==> src/rtl/shift_seq_ctrl.sv <==
// rtl/shift_seq_ctrl.sv - serial shift sequencing controller (load, shift, parity, gap)
//
// Purpose: accepts a parallel word over a valid/ready handshake, sends it out
// LSB first one bit per clock with a framing strobe, optionally appends an
// even-parity bit, then holds off for GAP idle cycles before the next word.
//
// Ports:
//   clk_i    : clock, rising edge
//   rst_i    : synchronous active-high reset
//   data_i   : parallel word, sampled only on accept (valid_i & ready_o)
//   valid_i  : producer has a word on data_i
//   ready_o  : controller can accept a word (IDLE and not in reset)
//   sd_o     : serial data, 0 whenever frame_o is 0
//   frame_o  : high while sd_o carries a frame bit
//   busy_o   : high in every state except IDLE
//   done_o   : one-cycle pulse in the cycle after the last frame bit
//
// Configuration macro: SHIFT_SEQ_CTRL_PARITY_EN
//   defined   : PAR state compiled in, frames are WIDTH+1 bits (even parity last)
//   undefined : frames are exactly WIDTH bits
module shift_seq_ctrl #(
  parameter int WIDTH = 8,
  parameter int GAP   = 2
) (
  input  logic             clk_i,
  input  logic             rst_i,
  input  logic [WIDTH-1:0] data_i,
  input  logic             valid_i,
  output logic             ready_o,
  output logic             sd_o,
  output logic             frame_o,
  output logic             busy_o,
  output logic             done_o
);

  localparam int BW = $clog2(WIDTH + 1);
  localparam int GW = (GAP > 0) ? $clog2(GAP + 1) : 1;
  localparam logic [BW-1:0] BIT_LAST = BW'(WIDTH - 1);
  localparam logic [GW-1:0] GAP_LAST = GW'((GAP > 0) ? GAP - 1 : 0);

  typedef enum logic [1:0] {
    ST_IDLE  = 2'd0,
    ST_SHIFT = 2'd1,
    ST_PAR   = 2'd2,
    ST_GAP   = 2'd3
  } state_t;

  // Where the controller goes once the final frame bit has been sent; with no
  // gap the done cycle is already an IDLE cycle.
  localparam state_t POST_FRAME = (GAP > 0) ? ST_GAP : ST_IDLE;

  state_t           state_q, state_d;
  logic [WIDTH-1:0] shreg_q, shreg_d;
  logic [BW-1:0]    bit_cnt_q, bit_cnt_d;
  logic [GW-1:0]    gap_cnt_q, gap_cnt_d;
  logic             sd_q, sd_d;
  logic             frame_q, frame_d;
  logic             done_q, done_d;
`ifdef SHIFT_SEQ_CTRL_PARITY_EN
  logic             par_q, par_d;
`endif

  // Serial outputs are computed for the *next* state so they come straight
  // from flops; sd_d therefore looks one bit ahead in the shift register.
  always_comb begin
    state_d   = state_q;
    shreg_d   = shreg_q;
    bit_cnt_d = bit_cnt_q;
    gap_cnt_d = gap_cnt_q;
    sd_d      = 1'b0;
    frame_d   = 1'b0;
    done_d    = 1'b0;
`ifdef SHIFT_SEQ_CTRL_PARITY_EN
    par_d     = par_q;
`endif
    case (state_q)
      ST_IDLE: begin
        if (valid_i) begin
          state_d   = ST_SHIFT;
          shreg_d   = data_i;
          bit_cnt_d = '0;
          sd_d      = data_i[0];
          frame_d   = 1'b1;
`ifdef SHIFT_SEQ_CTRL_PARITY_EN
          par_d     = ^data_i;
`endif
        end
      end
      ST_SHIFT: begin
        shreg_d   = shreg_q >> 1;
        bit_cnt_d = bit_cnt_q + BW'(1);
        if (bit_cnt_q != BIT_LAST) begin
          sd_d    = shreg_q[1];
          frame_d = 1'b1;
        end else begin
`ifdef SHIFT_SEQ_CTRL_PARITY_EN
          state_d = ST_PAR;
          sd_d    = par_q;
          frame_d = 1'b1;
`else
          state_d   = POST_FRAME;
          gap_cnt_d = '0;
          done_d    = 1'b1;
`endif
        end
      end
`ifdef SHIFT_SEQ_CTRL_PARITY_EN
      ST_PAR: begin
        state_d   = POST_FRAME;
        gap_cnt_d = '0;
        done_d    = 1'b1;
      end
`endif
      ST_GAP: begin
        // The done cycle is the first gap cycle, so GAP cycles in total.
        if (gap_cnt_q == GAP_LAST) begin
          state_d   = ST_IDLE;
          gap_cnt_d = '0;
        end else begin
          gap_cnt_d = gap_cnt_q + GW'(1);
        end
      end
      default: begin
        state_d = ST_IDLE;
      end
    endcase
  end

  always_ff @(posedge clk_i) begin
    if (rst_i) begin
      state_q   <= ST_IDLE;
      shreg_q   <= '0;
      bit_cnt_q <= '0;
      gap_cnt_q <= '0;
      sd_q      <= 1'b0;
      frame_q   <= 1'b0;
      done_q    <= 1'b0;
`ifdef SHIFT_SEQ_CTRL_PARITY_EN
      par_q     <= 1'b0;
`endif
    end else begin
      state_q   <= state_d;
      shreg_q   <= shreg_d;
      bit_cnt_q <= bit_cnt_d;
      gap_cnt_q <= gap_cnt_d;
      sd_q      <= sd_d;
      frame_q   <= frame_d;
      done_q    <= done_d;
`ifdef SHIFT_SEQ_CTRL_PARITY_EN
      par_q     <= par_d;
`endif
    end
  end

  // Reset blocks acceptance immediately so rst_i wins over valid_i.
  assign ready_o = (state_q == ST_IDLE) && !rst_i;
  assign busy_o  = (state_q != ST_IDLE);
  assign sd_o    = sd_q;
  assign frame_o = frame_q;
  assign done_o  = done_q;

endmodule

==> config.mk <==
export PLATFORM = sky130hd
export DESIGN_NAME = shift_seq_ctrl
export DESIGN_NICKNAME = d
export VERILOG_FILES = /design/src/rtl/shift_seq_ctrl.sv
export SDC_FILE = /design/constraint.sdc
export NUM_CORES = 1
export LEC_CHECK = 0
export ABC_AREA = 1
export CORE_ASPECT_RATIO = 0.9
export CORE_MARGIN = 2
export CORE_UTILIZATION = 49
export DETAILED_ROUTE_END_ITERATION = 8
export PLACE_DENSITY = 0.76
export REMOVE_ABC_BUFFERS = 1
export SYNTH_ARGS = -nofsm -noshare
export SYNTH_HDL_FRONTEND = slang
export SYNTH_SLANG_ARGS = --single-unit
==> constraint.sdc <==
create_clock -name clk_i -period 1.3 [get_ports clk_i]
set_input_delay 0.13 -clock clk_i [delete_from_list [all_inputs] [get_ports clk_i]]
set_output_delay 0.13 -clock clk_i [all_outputs]
set_load 0.01 [all_outputs]
### Word-level counts from Yosys, hierarchy flattened

Index checks and enable logic that the tools add are counted.

| storage, ports and cells | value |
|---|---|
| register bits | 19 |
| bits of input ports | 11 |
| word-level logic and storage cells | 45 |

| cells by class | value |
|---|---|
| $add $sub $neg | 2 |
| eq/ne operators | 7 |
| muxes and demuxes | 18 |
| bitwise operators | 1 |
| reduce and logical (&&, ||, !) cells | 10 |

Operators by type and width:

| cell | count |
|---|---|
| one-hot mux 8 bit (2 select lines) | 1 |
| 2-to-1 mux 2 bit | 5 |
| 2-to-1 mux 8 bit | 1 |
| one-hot mux 4 bit (2 select lines) | 1 |
| inequality test 2 bit (second input constant) | 3 |
| one-hot mux 2 bit (3 select lines) | 1 |
| nonzero test 2 bit | 3 |
| 2-to-1 mux 1 bit | 5 |
| adder 4 x 1 -> 4 bit (second input constant) | 1 |
| equality test 2 x 1 -> 1 bit (second input constant) | 2 |
| 2-to-1 mux 4 bit | 1 |
| inequality test 4 x 3 -> 1 bit (second input constant) | 1 |
| one-hot mux 1 bit (2 select lines) | 2 |
| one-hot mux 2 bit (2 select lines) | 1 |
| AND reduction 2 bit | 2 |
| AND reduction 3 bit | 1 |
| adder 2 x 1 -> 2 bit (second input constant) | 1 |
| equality test 2 bit (second input constant) | 1 |
| zero test 2 bit | 1 |
| OR reduction 2 bit | 1 |
| logical AND 1 bit | 1 |
| zero test 1 bit | 1 |
| inverter 1 bit | 1 |

### Logic depth before layout (Yosys ltp)

| depth | value |
|---|---|
| depth after elaboration | 3 |
| depth in mapped cells | 7 |
| mapped depth without buffers | 6 |

### Worst setup path before layout

Ideal clock, no wire load.

| timing | value |
|---|---|
| path kind | register to register |
| from | register bit_cnt_q[0] |
| to | register state_q[1] |
| setup time | 70 ps |
| data arrival time | 989 ps |
| data required time | 1230 ps |
| path slack | 241 ps |
| cell stages (with the launch flop) | 5 |
| path buffers | 0 |
| period minus slack after synthesis | 1059 ps |
| path through | dfxtp_1 ha_1 nand3_1 or2_0 a21oi_1 |

| between the ends | value |
|---|---|
| word-level cells in the longest chain between the ends | 3 |

RTL lines:

| what | line | RTL |
|---|---|---|
| start: declaration | 54 | `logic [BW-1:0] bit_cnt_q, bit_cnt_d;` |
| start signal: assignment | 144 | `bit_cnt_q <= bit_cnt_d;` |
| inequality test 4 x 3 -> 1 bit | 92 | `if (bit_cnt_q != BIT_LAST) begin` |
| inequality test 2 bit (no line) | - |  |
| AND reduction 3 bit (no line) | - |  |
| end signal: assignment | 142 | `state_q <= state_d;` |
| end: declaration | 52 | `state_t state_q, state_d;` |

Every way passes these cells.
A chain may end at the register's enable or synchronous reset.

### Final worst setup path

| timing | value |
|---|---|
| from | register done_q (netlist: done_o) |
| to | output port done_o |

RTL lines:

| what | line | RTL |
|---|---|---|
| start: declaration | 58 | `logic done_q, done_d;` |
| start signal: assignment | 148 | `done_q <= done_d;` |
| end: declaration | 33 | `output logic done_o` |

No word-level cell between the ends.

==> impl_metrics.ini <==
[run_status]
outcome = complete, no violations

[final_layout]
area_growth_pct = 32.6
drive_gt1_share_pct = 18.8
utilization_pct = 67.8
fillers = 148
n_antenna_cell = 0
fin_nets = 146
multi_input_area_um2 = 390
seq_area_um2 = 360
stdcell_area_um2 = 1100

[global_routing]
grt_pass1_vias = 670
grt_overflow = 0
antenna_found_initial = 0
grt_max_degree = 11
grt_pass1_wl_mm = 2.69
gr-usage-all-layers_pct = 18.7

[floorplan]
start_util_pct = 51.2
dieArea_um2 = 2050
pin_count = 16
dieWidth_um = 47.5
fp.dieH_um = 43.1
row_count = 14
core_um2 = 1630

[sta]
min_period_ps = 1260
fmax_mhz = 796
worst_slew_pin_slew_ps = 299
relSlewSlack_pct = 80.0
rsz0062_at_grt = false
setup_tns_ps = 0
fin_worst_skew_ps = 1.13
final-setup-viol-count = 0
hold_viol = 0
period_share_pct = 96.7
final_max_slew_viol_count = 0

[detailed_routing]
drtIter0Drc = 20
antenna_left = 0
drc = 0
wl_mm = 1.67
num_vias = 750
viasPerCell = 4.78
drt_pass1_iterations = 4
post_drt_wl_per_cell_um = 10.6

[pwr]
sw_frac_of_total_pct = 24.6
p_per_area_nw_per_um2 = 1020
power.leakage_uw = 0.000496
seq_power_share_pct = 52.8
clockPowerShare_pct = 30.3
combPwrFrac_pct = 16.8
vdd_drop_max_v = 0.000762
p_int_uw = 849
power_switching_uw = 277

[clocking]
cts_tree = yes
cts.clk_slew.worst_paths_ps = 100
clockRootBuffer = clkbuf_4
worstSkewPairLatency_ps = 290
cts_max_level = 1
cts_made_buffers = 3
cts_setup_buffers = 0
cts_hold_buf = 0
cts_max_path_buffers = 2
cts.sinks = 18

[place]
dp_hpwl_mm = 1.28
place_area_um2 = 1060
gp_congestion = 0.848
portBuffers = 15

[yosys]
ys_seq_area_share_pct = 43.2
syn_avg_cell_area_um2 = 7.64
syn_inst = 109
synth.largest_area_cell = dfxtp_1
ys_seq_elements = 18
ys_warn_count = 0
synth_area_leaders = dfxtp_1, nand2_1, nor3b_2, inv_1, a21oi_1
synthDistinctLibCells = 22
syn_area_um2 = 833
yosys.area.top_type_share_pct = 43.2

[worst_setup_path]
timing.rr.end = shreg_q[6]
cp_max_fo = 1
cp_top_family = buffers and inverters
required_ps = 1170
crit_path_start_kind = register
path_cells = clkdlybuf4s50_1
arrival_ps = 1130
crit_path_top_delay_cell = clkdlybuf4s50_1
path_class = reg2out
crit_buf_inv = 1
r2r_cells = 6
cp.depth = 1
end_kind = output port
crit_start = done_o
cp-endpoint = done_o
rr_startpoint = state_q[1]
cp_slowest_stage_delay_ps = 520
ff2ff_setup_slack_ps = 120

[min_path]
hold_class = in2reg

[job]
maxCapViolations = 0
power by group through the flow:
stage               combinational (µW)  sequential (µW)  clock, µW
floorplan                         91.9              608          0
global placement                   188              606          0
detailed placement                 193              607          0
CTS                                191              595        350
global route                       208              598        373
finish                             189              595        342
sequential cells by signal, summed over array words and instances, names as in the netlist:
| signal | count |
|---|---|
| shreg_q | 7 |
| bit_cnt_q | 4 |
| gap_cnt_q | 2 |
| state_q | 2 |
| done_o | 1 |
| frame_o | 1 |
| sd_o | 1 |
worst min-delay path: stages:
cell and delay [ps]:
clkdlybuf4s50_1 390, nand2_1 60, a21oi_1 50
routing by layer:
layer	GRT usage [%]	share of wire (%)
met5	0	0
met4	6.67	1.3
met3	3.83	3.7
met2	30.5	49
met1	23.7	46
worst min path at each step:
stage | depth (start not counted) | from | to
after floorplan | 1 | rst_i | bit_cnt_q[1]
after global placement | 2 | gap_cnt_q[1] | gap_cnt_q[1]
after detailed placement | 2 | gap_cnt_q[1] | gap_cnt_q[1]
after CTS | 3 | data_i[7] | shreg_q[7]
after global routing | 3 | data_i[0] | sd_o
final | 3 | data_i[7] | shreg_q[7]
cell type report:
class	count	area share (%)
flip-flops and latches	18	32.6
multi-input cells	72	35.3
clock buffers	4	3.28
repair buffers	22	19.8
inverters	17	6.23
well taps	24	2.72
Yosys cell counts, drive strengths merged:
| cell type | number |
|---|---|
| or2 | 2 |
| a21oi | 10 |
| nor3 | 1 |
| o21ai | 10 |
| nand4 | 1 |
| nand2 | 25 |
| nor3b | 5 |
| nor2 | 11 |
| dfxtp | 18 |
| ha | 1 |
| nand3 | 6 |
| buf | 2 |
| inv | 17 |
placed cells by master, fill, tap and decap left out, drive strengths merged:
cell type / count
clkdlybuf4s15: 1
nand3: 6
buf: 7
nor3b: 5
nor2: 11
o21ai: 10
nor3: 1
clkdlybuf4s50: 11
dlymetal6s2s: 2
nand2: 25
clkbuf: 4
inv: 17
a21oi: 10
dlygate4sd2: 1
dfxtp: 18
or2: 2
ha: 1
nand4: 1
kinds of logic after synthesis:
family | Yosys count | share of synthesized area [%]
compound gates | 20 | 12.5
flops | 18 | 43.2
simple gates | 51 | 32.6
buf+inv | 19 | 10.2
fa+ha+maj | 1 | 1.50
metrics by stage:
| step | hold WS (ps) | std cells | total power [µW] | worst slack (ps) |
|---|---|---|---|---|
| after CTS | 389 | 157 | 1140 | 21.2 |
| final | 389 | 157 | 1130 | 43.3 |
| after floorplan | 199 | 107 | 700 | 226 |
| after global routing | 417 | 157 | 1180 | 10.7 |
| after global placement | 430 | 153 | 794 | -42.2 |
| after detailed placement | 434 | 153 | 801 | -87.3 |
what timing repair did:
item	CTS	global route
setup endpoints to repair	2	4
resized for setup	2	4
endpoints found under the hold margin	0	0
(Power assumes the default switching activity.)
